$ cat config.mk
export PLATFORM = sky130hd
export DESIGN_NAME = cpu_ctrl_sequencer
export DESIGN_NICKNAME = d
export VERILOG_FILES = /design/src/rtl/cpu_ctrl_sequencer_pkg.sv /design/src/rtl/cpu_ctrl_sequencer.sv
export SDC_FILE = /design/constraint.sdc
export NUM_CORES = 1
export LEC_CHECK = 0
export ABC_CLOCK_PERIOD_IN_PS = 1840
export CORE_ASPECT_RATIO = 1.5
export CORE_MARGIN = 2
export CORE_UTILIZATION = 40
export CTS_BUF_LIST = sky130_fd_sc_hd__clkbuf_2
export DETAILED_ROUTE_END_ITERATION = 12
export PLACE_DENSITY = 0.75
export SKIP_CTS_REPAIR_TIMING = 1
export SLEW_MARGIN = 10
export SYNTH_ARGS = -nofsm -noshare
export SYNTH_HDL_FRONTEND = slang
export SYNTH_SLANG_ARGS = --single-unit
$ cat constraint.sdc
create_clock -name clk -period 1.84 [get_ports clk]
set_input_delay 0.552 -clock clk [delete_from_list [all_inputs] [get_ports clk]]
set_output_delay 0.552 -clock clk [all_outputs]
set_load 0.01 [all_outputs]
$ cat src/rtl/cpu_ctrl_sequencer_pkg.sv
// cpu_ctrl_sequencer_pkg: opcodes, state encoding and decode helpers for the sequencer
package cpu_ctrl_sequencer_pkg;
  localparam int INSTR_W = 8;
  localparam logic [2:0] OP_ADD   = 3'b000;
  localparam logic [2:0] OP_ASL   = 3'b001;
  localparam logic [2:0] OP_XNOR  = 3'b010;
  localparam logic [2:0] OP_DIV2  = 3'b011;
  localparam logic [2:0] OP_LOAD  = 3'b100;
  localparam logic [2:0] OP_STORE = 3'b101;
  localparam logic [2:0] OP_NEG   = 3'b110;
  localparam logic [2:0] OP_HALT  = 3'b111;
  typedef enum logic [3:0] {
    S_IDLE, S_FETCH, S_FWAIT, S_DECODE, S_OPRD,
    S_OPWAIT, S_EXEC, S_WB, S_STORE, S_HALTED
  } state_t;
  // ALU ops whose result goes back to RAM instead of AC
  function automatic logic wb_to_mem(input logic [2:0] op);
    return op == OP_ASL || op == OP_DIV2 || op == OP_NEG;
  endfunction
endpackage

$ cat src/rtl/cpu_ctrl_sequencer.sv
// cpu_ctrl_sequencer: fetch/decode/execute controller feeding an external 8-bit ALU
module cpu_ctrl_sequencer
  import cpu_ctrl_sequencer_pkg::*;
#(
  parameter int ADDR_W     = 5,
  parameter int START_ADDR = 0
) (
  input  logic              clk,
  input  logic              rst_n,
  input  logic              start,
  output logic [ADDR_W-1:0] mem_addr,
  output logic              mem_rd,
  output logic              mem_wr,
  output logic [7:0]        mem_wdata,
  input  logic [7:0]        mem_rdata,
  output logic [7:0]        alu_ac,
  output logic [7:0]        alu_dr,
  output logic [2:0]        alu_mode,
  output logic              alu_activate,
  input  logic [7:0]        alu_result,
  output logic [7:0]        ac_out,
  output logic [ADDR_W-1:0] pc_out,
  output logic              instr_done,
  output logic              halted
);
  localparam logic [ADDR_W-1:0] START = ADDR_W'(START_ADDR);

  state_t              state, nxt;
  logic [ADDR_W-1:0]   pc, ar;
  logic [INSTR_W-1:0]  ir;
  logic [7:0]          dr, ac;
  logic                halt_entry;
  logic [2:0]          op;

  assign op       = ir[INSTR_W-1:INSTR_W-3];
  assign alu_mode = op;
  assign alu_ac   = ac;
  assign alu_dr   = dr;
  assign ac_out   = ac;
  assign pc_out   = pc;
  assign halted   = state == S_HALTED;

  // state register; async reset abandons any instruction in flight
  always_ff @(posedge clk or negedge rst_n) begin
    if (!rst_n) state <= S_IDLE;
    else        state <= nxt;
  end

  // next state and bus/ALU strobes, decoded from state and held registers only
  always_comb begin
    nxt          = state;
    mem_addr     = '0;
    mem_rd       = 1'b0;
    mem_wr       = 1'b0;
    mem_wdata    = '0;
    alu_activate = 1'b0;
    instr_done   = 1'b0;
    case (state)
      S_IDLE:   nxt = start ? S_FETCH : S_IDLE;
      S_FETCH: begin
        mem_addr = pc;
        mem_rd   = 1'b1;
        nxt      = S_FWAIT;
      end
      S_FWAIT:  nxt = S_DECODE;
      S_DECODE: nxt = op == OP_HALT ? S_HALTED : op == OP_STORE ? S_STORE : S_OPRD;
      S_OPRD: begin
        mem_addr = ar;
        mem_rd   = 1'b1;
        nxt      = S_OPWAIT;
      end
      S_OPWAIT: nxt = S_EXEC;
      S_EXEC: begin
        alu_activate = 1'b1;
        nxt          = S_WB;
      end
      S_WB: begin
        mem_wr     = wb_to_mem(op);
        mem_addr   = wb_to_mem(op) ? ar : '0;
        mem_wdata  = wb_to_mem(op) ? alu_result : '0;
        instr_done = 1'b1;
        nxt        = S_FETCH;
      end
      S_STORE: begin
        mem_addr   = ar;
        mem_wr     = 1'b1;
        mem_wdata  = ac;
        instr_done = 1'b1;
        nxt        = S_FETCH;
      end
      S_HALTED: begin
        instr_done = halt_entry;
        nxt        = start ? S_FETCH : S_HALTED;
      end
      default:  nxt = S_IDLE;
    endcase
  end

  // architectural registers: PC, IR, AR, DR, AC and the halt-entry marker
  always_ff @(posedge clk or negedge rst_n) begin
    if (!rst_n) begin
      pc         <= START;
      ir         <= '0;
      ar         <= '0;
      dr         <= '0;
      ac         <= '0;
      halt_entry <= 1'b0;
    end else begin
      halt_entry <= state == S_DECODE && op == OP_HALT;
      if ((state == S_IDLE || state == S_HALTED) && start) pc <= START;
      if (state == S_FWAIT) ir <= mem_rdata;
      if (state == S_DECODE) begin
        ar <= ADDR_W'(ir[4:0]);
        pc <= pc + 1'b1;
      end
      if (state == S_OPWAIT) dr <= mem_rdata;
      if (state == S_WB && !wb_to_mem(op)) ac <= alu_result;
    end
  end
endmodule

# Word level (Yosys, flattened, before mapping)
# Index checks and enable logic that the tools add are counted.
dict set report totals {
  latch_bits 0
  mem_bits_ro 0
  ramBits 0
  mem_count 0
  ff_bits 39
  in_bits 19
  wordCells 49
}
dict set report op_classes {
  add_sub_neg 1
  shift 0
  eq_ne 14
  div 0
  muxes 15
  mul 0
  n_lt_le_gt_ge 0
  n_reduce_logical 12
  bitwise 0
}
# op count
set ops {}
lappend ops {{4-bit one-hot mux with 9 select lines} 1}
lappend ops {{4-bit by 3-bit == test with 1-bit output (second input constant)} 4}
lappend ops {{8-bit one-hot mux with 2 select lines} 1}
lappend ops {{5-bit two-way mux} 3}
lappend ops {{5-bit one-hot mux with 3 select lines} 1}
lappend ops {{4-bit two-way mux} 3}
lappend ops {{3-bit == test (second input constant)} 3}
lappend ops {{4-bit by 2-bit == test with 1-bit output (second input constant)} 2}
lappend ops {{4-bit == test (second input constant)} 2}
lappend ops {{8-bit two-way mux} 1}
lappend ops {{2-bit OR reduction} 3}
lappend ops {{5-bit by 1-bit adder with 5-bit output (second input constant)} 1}
lappend ops {{4-bit by 1-bit == test with 1-bit output (second input constant)} 1}
lappend ops {{4-bit zero test} 1}
lappend ops {{1-bit one-hot mux with 2 select lines} 2}
lappend ops {{3-bit by 1-bit == test with 1-bit output (second input constant)} 1}
lappend ops {{3-bit by 2-bit == test with 1-bit output (second input constant)} 1}
lappend ops {{1-bit logical AND} 3}
lappend ops {{1-bit logical OR} 3}
lappend ops {{1-bit two-way mux} 3}
lappend ops {{2-bit nonzero test} 1}
lappend ops {{1-bit zero test} 1}

# Logic depth before layout (Yosys ltp)
# Gate-level depths: netlist of run 1.
dict set report logic_depth {
  ltp_word 5
  mapped_depth 5
  ltp_nobuf 4
}

# Worst setup path after synthesis of run 1
# Ideal clock, no wire load.
dict set report synth_path {
  path_type {reg2out}
  from {register state[1]}
  to {output mem_addr[0]}
  required_time_ns 1.288
  slack_ns -0.161
  arrival_time_ns 1.449
  path_stages_with_launch 5
  path_buffers 1
  cell_sequence {dfrtp_1 buf_2 nor4b_1 a32o_1 a21o_1}
}
dict set report synth_via {
  elab_chain_cells 3
  elab_cells_between_ends 6
  cone_classes {eq/ne (4); mux (1); reduce/logical (1)}
}
# element line
set synth_rtl {}
lappend synth_rtl {{start, declared} cpu_ctrl_sequencer.sv:28} ;# state_t state, nxt;
lappend synth_rtl {{start signal, assigned} cpu_ctrl_sequencer.sv:46} ;# else state <= nxt;
lappend synth_rtl {{4-bit == test / 4-bit by 3-bit == test with 1-bit output (equally long branches)} cpu_ctrl_sequencer.sv:58} ;# case (state)
lappend synth_rtl {{2-bit OR reduction (no line)} --}
lappend synth_rtl {{5-bit one-hot mux with 3 select lines *} cpu_ctrl_sequencer.sv:58}
lappend synth_rtl {{end, declared} cpu_ctrl_sequencer.sv:11} ;# output logic [ADDR_W-1:0] mem_addr,
# Every way passes the cells marked *; elsewhere a longest branch is shown, timed or not.

# Worst setup path in the final report of run 1
dict set report layout_path {
  from {register state[2]}
  to {output mem_wdata[7]}
}
dict set report layout_via {
  elab_chain_cells 2
  elab_cells_between_ends 3
  cone_classes {eq/ne (2); mux (1)}
}
# element line
set layout_rtl {}
lappend layout_rtl {{4-bit == test / 4-bit by 3-bit == test with 1-bit output (equally long branches)} cpu_ctrl_sequencer.sv:58}
lappend layout_rtl {{8-bit one-hot mux with 2 select lines *} cpu_ctrl_sequencer.sv:58}
lappend layout_rtl {{end, declared} cpu_ctrl_sequencer.sv:14} ;# output logic [7:0] mem_wdata,
# Marked as above.

==> impl_results.md, run 1 <==
* Measured slew at the worst slew-check pin at 0.5581 ns
* Drt pass-1 iters at 4
* YS warnings at 0
* Ranking of synthesized cells by area: dfrtp_1, mux2_2, buf_4
* Syn avg cell area at 12.35 um2
* Cells after DPL at 312
* Startpoint Class: flop
* Root buffer cell: clkbuf_2
* Hold Crit Class: reg -> reg
* Violated checks: negative setup slack
* Largest net degree at the start of global routing at 19
* Area Growth Syn to Fin at 63.00%
* Part of the cycle the worst path needs at 130.5%
* Die Wd at 61.57 um
* Placed cell areas at 2918 um2
* Crit-path cells: buf_6 -> buf_6 -> nand2b_4 -> nor3_4 -> buf_6 -> a22o_1 -> buf_2
* Clock Skew at 0.03054 ns
* Area of the multi-input gates at 939.7 um2
* RSZ-0062 raised after global routing: true
* # IOs at 69
* Most used DFF post-synth: dfrtp_1
* # Max-Cap Violations at 0
* Asr flop ratio synth at 100.0%
* CP max stage delay at 0.45 ns
* WL final at 5.377 mm
* Hpwl dp at 3.568 mm
* Slowest-stage cell, CP: dfrtp_2
* Commonest cells in the netlist: dfrtp_1, mux2_2, buf_4, a22o_1
* Diodes inserted at 0
* Syn Nets at 181
* Sink Count at 39
* GRT overflow at 0
* Clock transition at path regs at 0.19 ns
* Maximum clock frequency at 416.3 MHz
* # setup viols final at 30
* Routability congestion estimate at 0.8293
* Yosys top cell area share at 49.09%
* Crit path top cell by count: buf_6
* CTS tree: yes
* Core ar. at 4810 um2
* Worst setup path class: reg -> out
* Die Area at 5562 um2
* Leak at 1.770 nW
* H-tree Lvls at 2
* Seq. cell area at 977.2 um2
* Final Hold Viols at 0
* Total power at 5.272 mW
* Share of layout cells above drive strength 1 at 46.35%
* Number of flops mapped to enable cells by yosys at 0
* Total Routing Usage GR at 17.39%
* Initial core utilization at 41.34%
* Setup crit end kind: output pin
* Post-synthesis sequential area ratio at 49.09%
* Distinct cell type count after synthesis at 45
* DRC at 0
* Total Nets Final at 293
* Post-Layout Cell Count at 340
* Port buffer count at 68
* Final worst slack at -0.5618 ns
* Initial antenna violation count at 0
* Global-route wire length before repair at 7.341 mm
* CTS buffer count at 5
* Fin. max-slew vios at 0
* Row Count at 31
* Leading area contributor after synthesis: dfrtp_1
* Skew-Pair Late Insertion Delay at 0.41 ns
* Number of global-route vias before repair at 1582
* Final instance area at 3241 um2
* Crit path required time at 1.29 ns
* Via count at 1762
* Cell Pwr Density at 1627 nW/um2
* Via density at 5.182
* Top-count cell post-synth: dfrtp_1
* Status: complete, but fails checks
* Cells after Synth at 161
* 1st-iter DRT viols at 33
* Yosys reg bits at 39
* Critical Path AT at 1.85 ns
* Chip Height at 90.35 um
* Slew headroom at 62.63%
* Max Root-Sink Buffers at 2
* Avg WL per Cell at 15.81 um
* CP max FO at 5
* Routed Antenna Nets at 0
* Mapped cell area at 1988 um2
* Fillers at 362
* Final worst path period need at 2.402 ns
* Worst VDD drop at 0.0008545 V
cells by family (layout without fill, tap and decap cells):
group	count (synthesis)	in the layout	share of synthesized area [%]
xor gates and xnor gates	2	2	0.8812
muxes	30	30	16.93
AOI/OAI and AO/OA	37	37	14.85
DFF	39	39	49.09
buffers and inverters	21	134	6.922
adders and majority gates	1	1	0.6292
and+or+nand+nor	31	31	10.70
layout make-up:
| type | count | area share (%) |
|---|---|---|
| Sequential cell | 39 | 30.15 |
| Inverter | 2 | 0.2317 |
| Tap cell | 66 | 2.548 |
| Clock inverter | 3 | 0.6178 |
| Clock buffer | 5 | 0.7722 |
| Timing Repair Buffer | 124 | 36.68 |
| Multi-Input combinational cell | 101 | 29.00 |
power by group:
| part | internal [mW] | total (mW) | switching, mW |
|---|---|---|---|
| sequential | 1.27 | 1.53 | 0.261 |
| clock | 0.0900 | 0.386 | 0.296 |
| combinational | 1.95 | 3.35 | 1.40 |
| total | 3.32 | 5.27 | 1.96 |
placed cells by master, fill, tap and decap left out, types with 3 or more instances in the layout:
master           netlist  final
a21o_1                 5      5
a21oi_1                4      4
a22o_1                 8      8
a32o_1                 5      5
a41oi_1                4      4
buf_2                  2     15
buf_4                 11     39
buf_6                  2     16
clkbuf_2               0      6
clkdlybuf4s50_1        0     17
dfrtp_1               39     38
dlymetal6s2s_1         0     32
mux2_2                29     28
nand2_1                5      5
nand3_1                3      3
per-layer routing:
| layer | part of all wire (%) | wire length (um) | GRT usage, % | vias up |
|---|---|---|---|---|
| met4 | 3.1 | 169 | 7.270 | 0 |
| met2 | 53 | 2847 | 31.23 | 69 |
| met1 | 38 | 2020 | 18.54 | 861 |
| met3 | 6.3 | 340 | 3.438 | 13 |
| li1 | - | - | - | 819 |
| met5 | 0 | 0 | 0 | - |
worst paths after layout:
check	from	slack [ns]	end	depth (start not counted)
setup / recovery	state[2]$_DFF_PN0_	-0.56	mem_wdata[7]	7
max in group asynchronous	rst_n	0.70	alu_dr[1]$_DFFE_PN0P_	3
hold / removal	ir[2]$_DFFE_PN0P_	0.53	ar[2]$_DFFE_PN0N_	1
hold reg to reg	ir[2]$_DFFE_PN0P_	0.53	ar[2]$_DFFE_PN0N_	1
setup reg to reg	state[3]$_DFF_PN0_	-0.13	ac_out[3]$_DFFE_PN0P_	6
min in group asynchronous	rst_n	0.55	ac_out[6]$_DFFE_PN0P_	2
critical path: cells and delay by family (launching register included):
kind / cells / cell delay, ns
AO/OA/AOI/OAI: 1 / 0.13
buffers and inverters: 4 / 0.50
AND/OR/NAND/NOR: 2 / 0.38
flip-flops: 1 / 0.45
metrics by stage:
step	util [%]	hold slack [ns]	setup TNS, ns	setup WS [ns]
3_3_place_gp	60.67	0.4826	-9.431	-0.4172
6_report	67.38	0.5259	-10.05	-0.5618
5_1_grt	67.38	0.5362	-12.42	-0.6724
4_1_cts	61.60	0.005544	-21.78	-0.9444
3_5_place_dp	60.67	0.4896	-9.998	-0.4434
2_1_floorplan	-	0.2564	0	0.002766
flip-flops by register name, indices dropped and copies added (netlist names):
register	cells
pc_out	5
state	4
halt_entry	1
alu_dr	8
ar	5
ir	8
ac_out	8
(Power assumes the default switching activity.)
==> inputs of run 2 (changes only) <==
--- a/config.mk
+++ b/config.mk
@@ -5,6 +5,7 @@
 export SDC_FILE = /design/constraint.sdc
 export NUM_CORES = 1
 export LEC_CHECK = 0
+export ABC_AREA = 1
 export ABC_CLOCK_PERIOD_IN_PS = 1840
 export CORE_ASPECT_RATIO = 1.5
 export CORE_MARGIN = 2
==> run 2 against run 1 <==
Against the previous run: the flow still finishes with violations (negative setup slack); largest cell class unchanged; via count grew 16%; critical endpoint is now mem_addr[2]; cell count grew 27%; hold slack lost 0.38 ns.
==> impl_results.md, run 2 <==
* Status: complete, but fails checks
* Violated checks: negative setup slack
* Via density at 4.729 (-8.7%)
* Leak at 2.047 nW (+16%)
* Cells after Synth at 251 (+56%)
* Startpoint Class: flop
* Clock Skew at 0.01732 ns (-0.01322 ns)
* Cell Pwr Density at 1575 nW/um2 (-3.2%)
* Hold Crit Class: in -> async
* RSZ-0062 raised after global routing: true
* Die Wd at 61.87 um (+0.50%)
* Post-Layout Cell Count at 432 (+27%)
* Diodes inserted at 0 (unchanged)
* Chip Height at 90.81 um (+0.51%)
* Measured slew at the worst slew-check pin at 0.5000 ns (-0.05813 ns)
* Worst VDD drop at 0.0009194 V (+7.6%)
* 1st-iter DRT viols at 101 (+210%)
* Clk pwr share at 10.2% (+2.9 points)
* Global-route wire length before repair at 8.176 mm (+11%)
* Number of flops mapped to enable cells by yosys at 0 (unchanged)
* Critical Path AT at 1.62 ns (-0.23 ns)
* Post-synthesis sequential area ratio at 48.57% (-0.52 points)
* NetSw at 2.137 mW (+9.2%)
* Leading area contributor after synthesis: dfrtp_1
* Top-count cell post-synth: nand2_1
* Asr flop ratio synth at 100.0% (unchanged)
* Share of layout cells above drive strength 1 at 37.16% (-9.2 points)
* Final worst slack at -0.3367 ns (+0.2252 ns)
* Part of the cycle the worst path needs at 118.3% (-12 points)
* Via count at 2043 (+16%)
* Mapped cell area at 2009 um2 (+1.1%)
* Leading cell type in the layout, fill and taps excluded: nand2_1
* Root buffer cell: clkbuf_2
* Area Growth Syn to Fin at 64.69%
* Switching share of power at 41.00% (+3.9 points)
* H-tree Lvls at 2 (unchanged)
* CP max stage delay at 0.46 ns (about the same)
* Worst setup path class: reg -> out
* Routed Antenna Nets at 0 (unchanged)
* # Max-Cap Violations at 0 (unchanged)
* Most frequent cells in the layout: nand2_1, buf_4, dfrtp_1
* CTS tree: yes
* Crit-path cells: buf_6 -> nand2_1 -> inv_2 -> nand2_4 -> inv_6 -> buf_6 -> nand3_2 -> nand3_2 -> buf_6
* Final worst path period need at 2.177 ns (-0.2252 ns)
* DRC at 0 (unchanged)
* WP buf/inv at 5 (+1)
* Number of global-route vias before repair at 1806 (+14%)
* CTS buffer count at 5 (unchanged)
* Most used DFF post-synth: dfrtp_1
* Drt pass-1 iters at 4 (unchanged)
* Yosys reg bits at 39 (unchanged)
* # setup viols final at 18 (-40%)
* Syn avg cell area at 8.006 um2 (-35%)
* Row Count at 31 (unchanged)
* Sequential share of power at 29.8% (+0.7 points)
* Sink Count at 39 (unchanged)
* Skew-Pair Late Insertion Delay at 0.41 ns (about the same)
* WL final at 5.562 mm (+3.4%)
* Internal power at 3.075 mW (-7.2%)
* CP max FO at 5 (unchanged)
* Avg WL per Cell at 12.88 um (-19%)
* Final Hold Viols at 0 (unchanged)
* YS warnings at 0 (unchanged)
* Final core occ at 68.26% (+0.88 points)
* Ranking of synthesized cells by area: dfrtp_1, nand2_1, nand3_1
* Clock transition at path regs at 0.22 ns (+0.03 ns)
* Slew headroom at 66.67% (+4.0 points)
* Hpwl dp at 3.775 mm (+5.8%)
* Distinct cell type count after synthesis at 22 (-51%)
* Commonest cells in the netlist: nand2_1, dfrtp_1, inv_1, nand3_1, o21ai_0
* Cells after DPL at 408 (+31%)
* Slowest-stage cell, CP: dfrtp_1
* Critical path's top delay family: buffers and inverters
* Crit path top cell by count: buf_6
* Initial core utilization at 41.45% (+0.11 points)
* Port buffer count at 68 (unchanged)
* Syn Nets at 271 (+50%)
* Max Root-Sink Buffers at 2 (unchanged)
* Largest net degree at the start of global routing at 40 (+21)
* Routability congestion estimate at 0.8539 (+3.0%)
* # IOs at 69 (unchanged)
* Total Nets Final at 385 (+31%)
* Initial antenna violation count at 0 (unchanged)
* Maximum clock frequency at 459.4 MHz (+10%)
* Die Area at 5618 um2 (+1.0%)
* Setup crit end kind: output pin
* GRT overflow at 0 (unchanged)
* Crit path required time at 1.29 ns (about the same)
* Combinational share of power at 60.0% (-3.6 points)
* Core ar. at 4848 um2 (+0.81%)
* Total Routing Usage GR at 19.26% (+1.9 points)
* Fin. max-slew vios at 0 (unchanged)
* Yosys top cell area share at 48.57% (-0.52 points)
-- run 2: cell count changes in the layout (fill, tap and decap cells not counted), sizes merged, moves of 4 or more --
| cell | change |
|---|---|
| nor2 | +9 |
| nand4 | +6 |
| a22o | -8 |
| inv | +28 |
| nand3 | +18 |
| a21oi | -4 |
| nand2b | -4 |
| a21o | -5 |
| a32o | -5 |
| mux2 | -29 |
| a41oi | -4 |
| nand2 | +85 |
| o21ai | +29 |
-- run 2: worst register-to-register path, stage by stage (launching register included) --
cell	delay, ns
dfrtp_1	0.46
buf_6	0.13
nand2_1	0.06
inv_2	0.05
buf_4	0.14
nand2_2	0.26
inv_1	0.21
nand3_1	0.15
nand3_1	0.08
-- run 2: area by class of cell --
type	count	area (um2)
Clock buffer	5	25.02
Clock inverter	3	43.79
Fill cell	370	1539
Inverter	30	122.6
Multi-Input combinational cell	168	929.6
Sequential cell	39	978.4
Tap cell	66	82.58
Timing Repair Buffer	121	1127
-- run 2: worst paths after layout --
check	to	from	slack (ns)	depth (start not counted)
max	mem_addr[2]	state[0]$_DFF_PN0_	-0.34	9
min	ac_out[6]$_DFFE_PN0P_	rst_n	0.14	2
max reg2reg	state[0]$_DFF_PN0_	state[0]$_DFF_PN0_	0.21	8
min reg2reg	alu_dr[5]$_DFFE_PN0P_	alu_dr[5]$_DFFE_PN0P_	0.50	2
max in group asynchronous	state[2]$_DFF_PN0_	rst_n	1.32	2
min in group clk	alu_dr[5]$_DFFE_PN0P_	alu_dr[5]$_DFFE_PN0P_	0.50	2
-- run 2: stage by stage --
step	TNS [ns]	total power, mW	hold slack, ns	setup WS, ns	instance area, um2
5_1_grt	-7.279	5.618	0.1472	-0.4619	3309
2_1_floorplan	0	2.990	0.2564	0.1268	2009
3_5_place_dp	-6.577	4.371	0.4608	-0.5308	2942
6_report	-5.098	5.212	0.1448	-0.3367	3309
3_3_place_gp	-6.283	4.307	0.4563	-0.4545	2942
4_1_cts	-18.03	4.908	0.1620	-0.8534	3010
-- run 2: power groups by stage --
| stage | Sequential [mW] | Combinational [mW] | Clock (mW) |
|---|---|---|---|
| after global placement | 1.57 | 2.74 | 0 |
| after CTS | 1.56 | 2.80 | 0.541 |
| after detailed placement | 1.58 | 2.79 | 0 |
| after global routing | 1.60 | 3.42 | 0.597 |
| final | 1.55 | 3.13 | 0.533 |
| after floorplan | 1.67 | 1.32 | 0 |
-- run 2: cells by family (layout without fill, tap and decap cells) --
logic type               count (synthesis)  count (layout)  share of synthesized area [%]
AND/OR/NAND/NOR                        133             133                          29.58
buffers and inverters                   44             159                          11.02
flip-flops                              39              39                          48.57
AO/OA/AOI/OAI                           34              34                          10.21
adder cells (fa/ha/maj)                  1               1                         0.6226
-- run 2: routing by layer --
| metal | up-vias | share of wire, % | global-route usage [%] |
|---|---|---|---|
| met5 | - | 0 | 0 |
| met4 | 0 | 1.6 | 6.915 |
| met3 | 8 | 5.1 | 5.014 |
| met2 | 71 | 55 | 32.72 |
| met1 | 947 | 38 | 22.29 |
| li1 | 1017 | - | - |
==> inputs of run 3 (changes only) <==
--- a/config.mk
+++ b/config.mk
@@ -9,10 +9,11 @@
 export ABC_CLOCK_PERIOD_IN_PS = 1840
 export CORE_ASPECT_RATIO = 1.5
 export CORE_MARGIN = 2
-export CORE_UTILIZATION = 40
+export CORE_UTILIZATION = 42
 export CTS_BUF_LIST = sky130_fd_sc_hd__clkbuf_2
 export DETAILED_ROUTE_END_ITERATION = 12
-export PLACE_DENSITY = 0.75
+export MAX_ROUTING_LAYER = met4
+export PLACE_DENSITY = 0.78
 export SKIP_CTS_REPAIR_TIMING = 1
 export SLEW_MARGIN = 10
 export SYNTH_ARGS = -nofsm -noshare
==> run 3 against run 2 <==
Against the previous run: the run still ends with negative setup slack left; flip-flop and latch count did not move; routed wire length rose by 8.4%; worst setup slack got worse by 0.083 ns; total power rose by 0.47%; combinational power rose by 4%; first-iteration DRC count fell by 30%; cell count rose by 0.69%; die area fell by 4.5%; core utilization rose by 4.7 points; design area rose by 0.98%; clock skew rose by 0.0074 ns; sequential share of layout area fell by 0.25 points; highest routed layer unchanged.
==> impl_results.md, run 3 (synthesized netlist as in run 2, its figures left out) <==
* Reg-to-reg slack, setup at 0.20 ns (about the same)
* Hpwl dp at 3.787 mm (+0.32%)
* Number of global-route vias before repair at 1892 (+4.8%)
* R2r endpoint: state[0]$_DFF_PN0_
* Cell Pwr Density at 1567 nW/um2 (-0.50%)
* CP max FO at 8 (+3)
* CTS tree: yes
* Share of layout cells above drive strength 1 at 39.89% (+2.7 points)
* 1st-iter DRT viols at 71 (-30%)
* DRC at 0 (unchanged)
* Global-route wire length before repair at 8.135 mm (-0.50%)
* Part of the cycle the worst path needs at 122.8% (+4.5 points)
* Root buffer cell: clkbuf_2
* Initial core utilization at 43.88% (+2.4 points)
* Die Area at 5365 um2 (-4.5%)
* Diodes inserted at 0 (unchanged)
* Final worst slack at -0.4198 ns (-0.08310 ns)
* GRT overflow at 0 (unchanged)
* Skew-Pair Late Insertion Delay at 0.43 ns (+0.02 ns)
* Fillers at 341 (-7.8%)
* WL final at 6.030 mm (+8.4%)
* Leak at 2.080 nW (+1.6%)
* Startpoint Class: flop
* Final instance area at 3342 um2 (+0.98%)
* Area Growth Syn to Fin at 66.31%
* Placed cell areas at 2924 um2 (-0.60%)
* Worst VDD drop at 0.0007952 V (-14%)
* Most frequent cells in the layout: nand2_1, buf_4, dfrtp_1
* # Max-Cap Violations at 0 (unchanged)
* Measured slew at the worst slew-check pin at 0.4946 ns (-0.005381 ns)
* Hold Crit Class: in -> async
* Initial antenna violation count at 0 (unchanged)
* Critical Path AT at 1.71 ns (+0.09 ns)
* H-tree Lvls at 2 (unchanged)
* Violated checks: negative setup slack
* Total Nets Final at 390 (+1.3%)
* Sink Count at 39 (unchanged)
* Core ar. at 4579 um2 (-5.5%)
* Max Root-Sink Buffers at 2 (unchanged)
* R2r startpoint: state[3]$_DFF_PN0_
* Setup TNS at -6.604 ns (-1.506 ns)
* Routed Antenna Nets at 0 (unchanged)
* Avg WL per Cell at 13.86 um (+7.7%)
* Seq. cell area at 979.7 um2 (+0.13%)
* Slew headroom at 67.02% (+0.36 points)
* Final Hold Viols at 0 (unchanged)
* Via density at 4.908 (+3.8%)
* Area of the multi-input gates at 952.2 um2 (+2.4%)
* Via count at 2135 (+4.5%)
* Chip Height at 88.72 um (-2.3%)
* # setup viols final at 18 (unchanged)
* Routability congestion estimate at 0.8324 (-2.5%)
* CTS buffer count at 5 (unchanged)
* Clock transition at path regs at 0.23 ns (about the same)
* Drt pass-1 iters at 4 (unchanged)
* Worst setup path class: reg -> out
* Crit path required time at 1.29 ns (about the same)
* Setup crit end kind: output pin
* Total Routing Usage GR at 20.54% (+1.3 points)
* # IOs at 69 (unchanged)
* Port buffer count at 68 (unchanged)
* Leading cell type in the layout, fill and taps excluded: nand2_1
* Die Wd at 60.48 um (-2.3%)
* Worst R2R Path Depth at 7 (-1)
* RSZ-0062 raised after global routing: true
* Final worst path period need at 2.260 ns (+0.08311 ns)
* Row Count at 30 (-3.2%)
* Fin. max-slew vios at 0 (unchanged)
* Status: complete, but fails checks
* Largest net degree at the start of global routing at 40 (unchanged)
* Maximum clock frequency at 442.5 MHz (-3.7%)
* Clock Skew at 0.02474 ns (+0.007418 ns)
## run 3: worst max path at each step
stage / cells past startpoint / slack [ns] / startpoint / end
3_5_place_dp: 4 / -0.52 / alu_result[7] / mem_wdata[7]
3_3_place_gp: 4 / -0.45 / alu_result[6] / mem_wdata[6]
5_1_grt: 8 / -0.53 / state[3]$_DFF_PN0_ / mem_wdata[6]
6_report: 8 / -0.42 / state[3]$_DFF_PN0_ / mem_wdata[6]
2_1_floorplan: 5 / 0.13 / state[3]$_DFF_PN0_ / mem_wdata[1]
4_1_cts: 7 / -0.85 / state[3]$_DFF_PN0_ / mem_addr[4]
## run 3: per-stage QoR
step / power [mW] / utilization, % / setup WS, ns / cells / hold WS, ns
final: 5.237 / 72.98 / -0.4198 / 435 / 0.1359
after global routing: 5.591 / 72.98 / -0.5303 / 435 / 0.1599
after CTS: 4.770 / 64.92 / -0.8527 / 412 / 0.1484
after detailed placement: 4.360 / 63.85 / -0.5222 / 404 / 0.4572
after global placement: 4.276 / 63.85 / -0.4490 / 404 / 0.4567
after floorplan: 2.990 / - / 0.1268 / 251 / 0.2564
## run 3: area by class of cell
type	count	share of cell area (%)
Clock buffer	5	0.7488
Tap cell	64	2.396
Timing Repair Buffer	126	34.52
Sequential cell	39	29.31
Clock inverter	3	0.7113
Multi-Input combinational cell	168	28.49
Inverter	30	3.819
## run 3: routing by layer
metal | global-route usage (%) | share of wire (%) | routed length [um]
met1 | 22.26 | 37 | 2224
met2 | 36.26 | 55 | 3295
met3 | 3.947 | 5.8 | 349
met4 | 7.905 | 2.7 | 160
met5 | - | 0 | 0
## run 3: critical path, stage by stage (launching register included)
cell	delay, ns
dfrtp_1	0.46
buf_6	0.13
inv_4	0.04
nor2_4	0.14
nand2_4	0.11
inv_8	0.10
nand2_1	0.07
o21ai_1	0.07
buf_2	0.15
## run 3: power breakdown
group,switching [mW],internal (mW)
registers,0.287,1.26
clock network,0.319,0.0971
logic,1.64,1.63
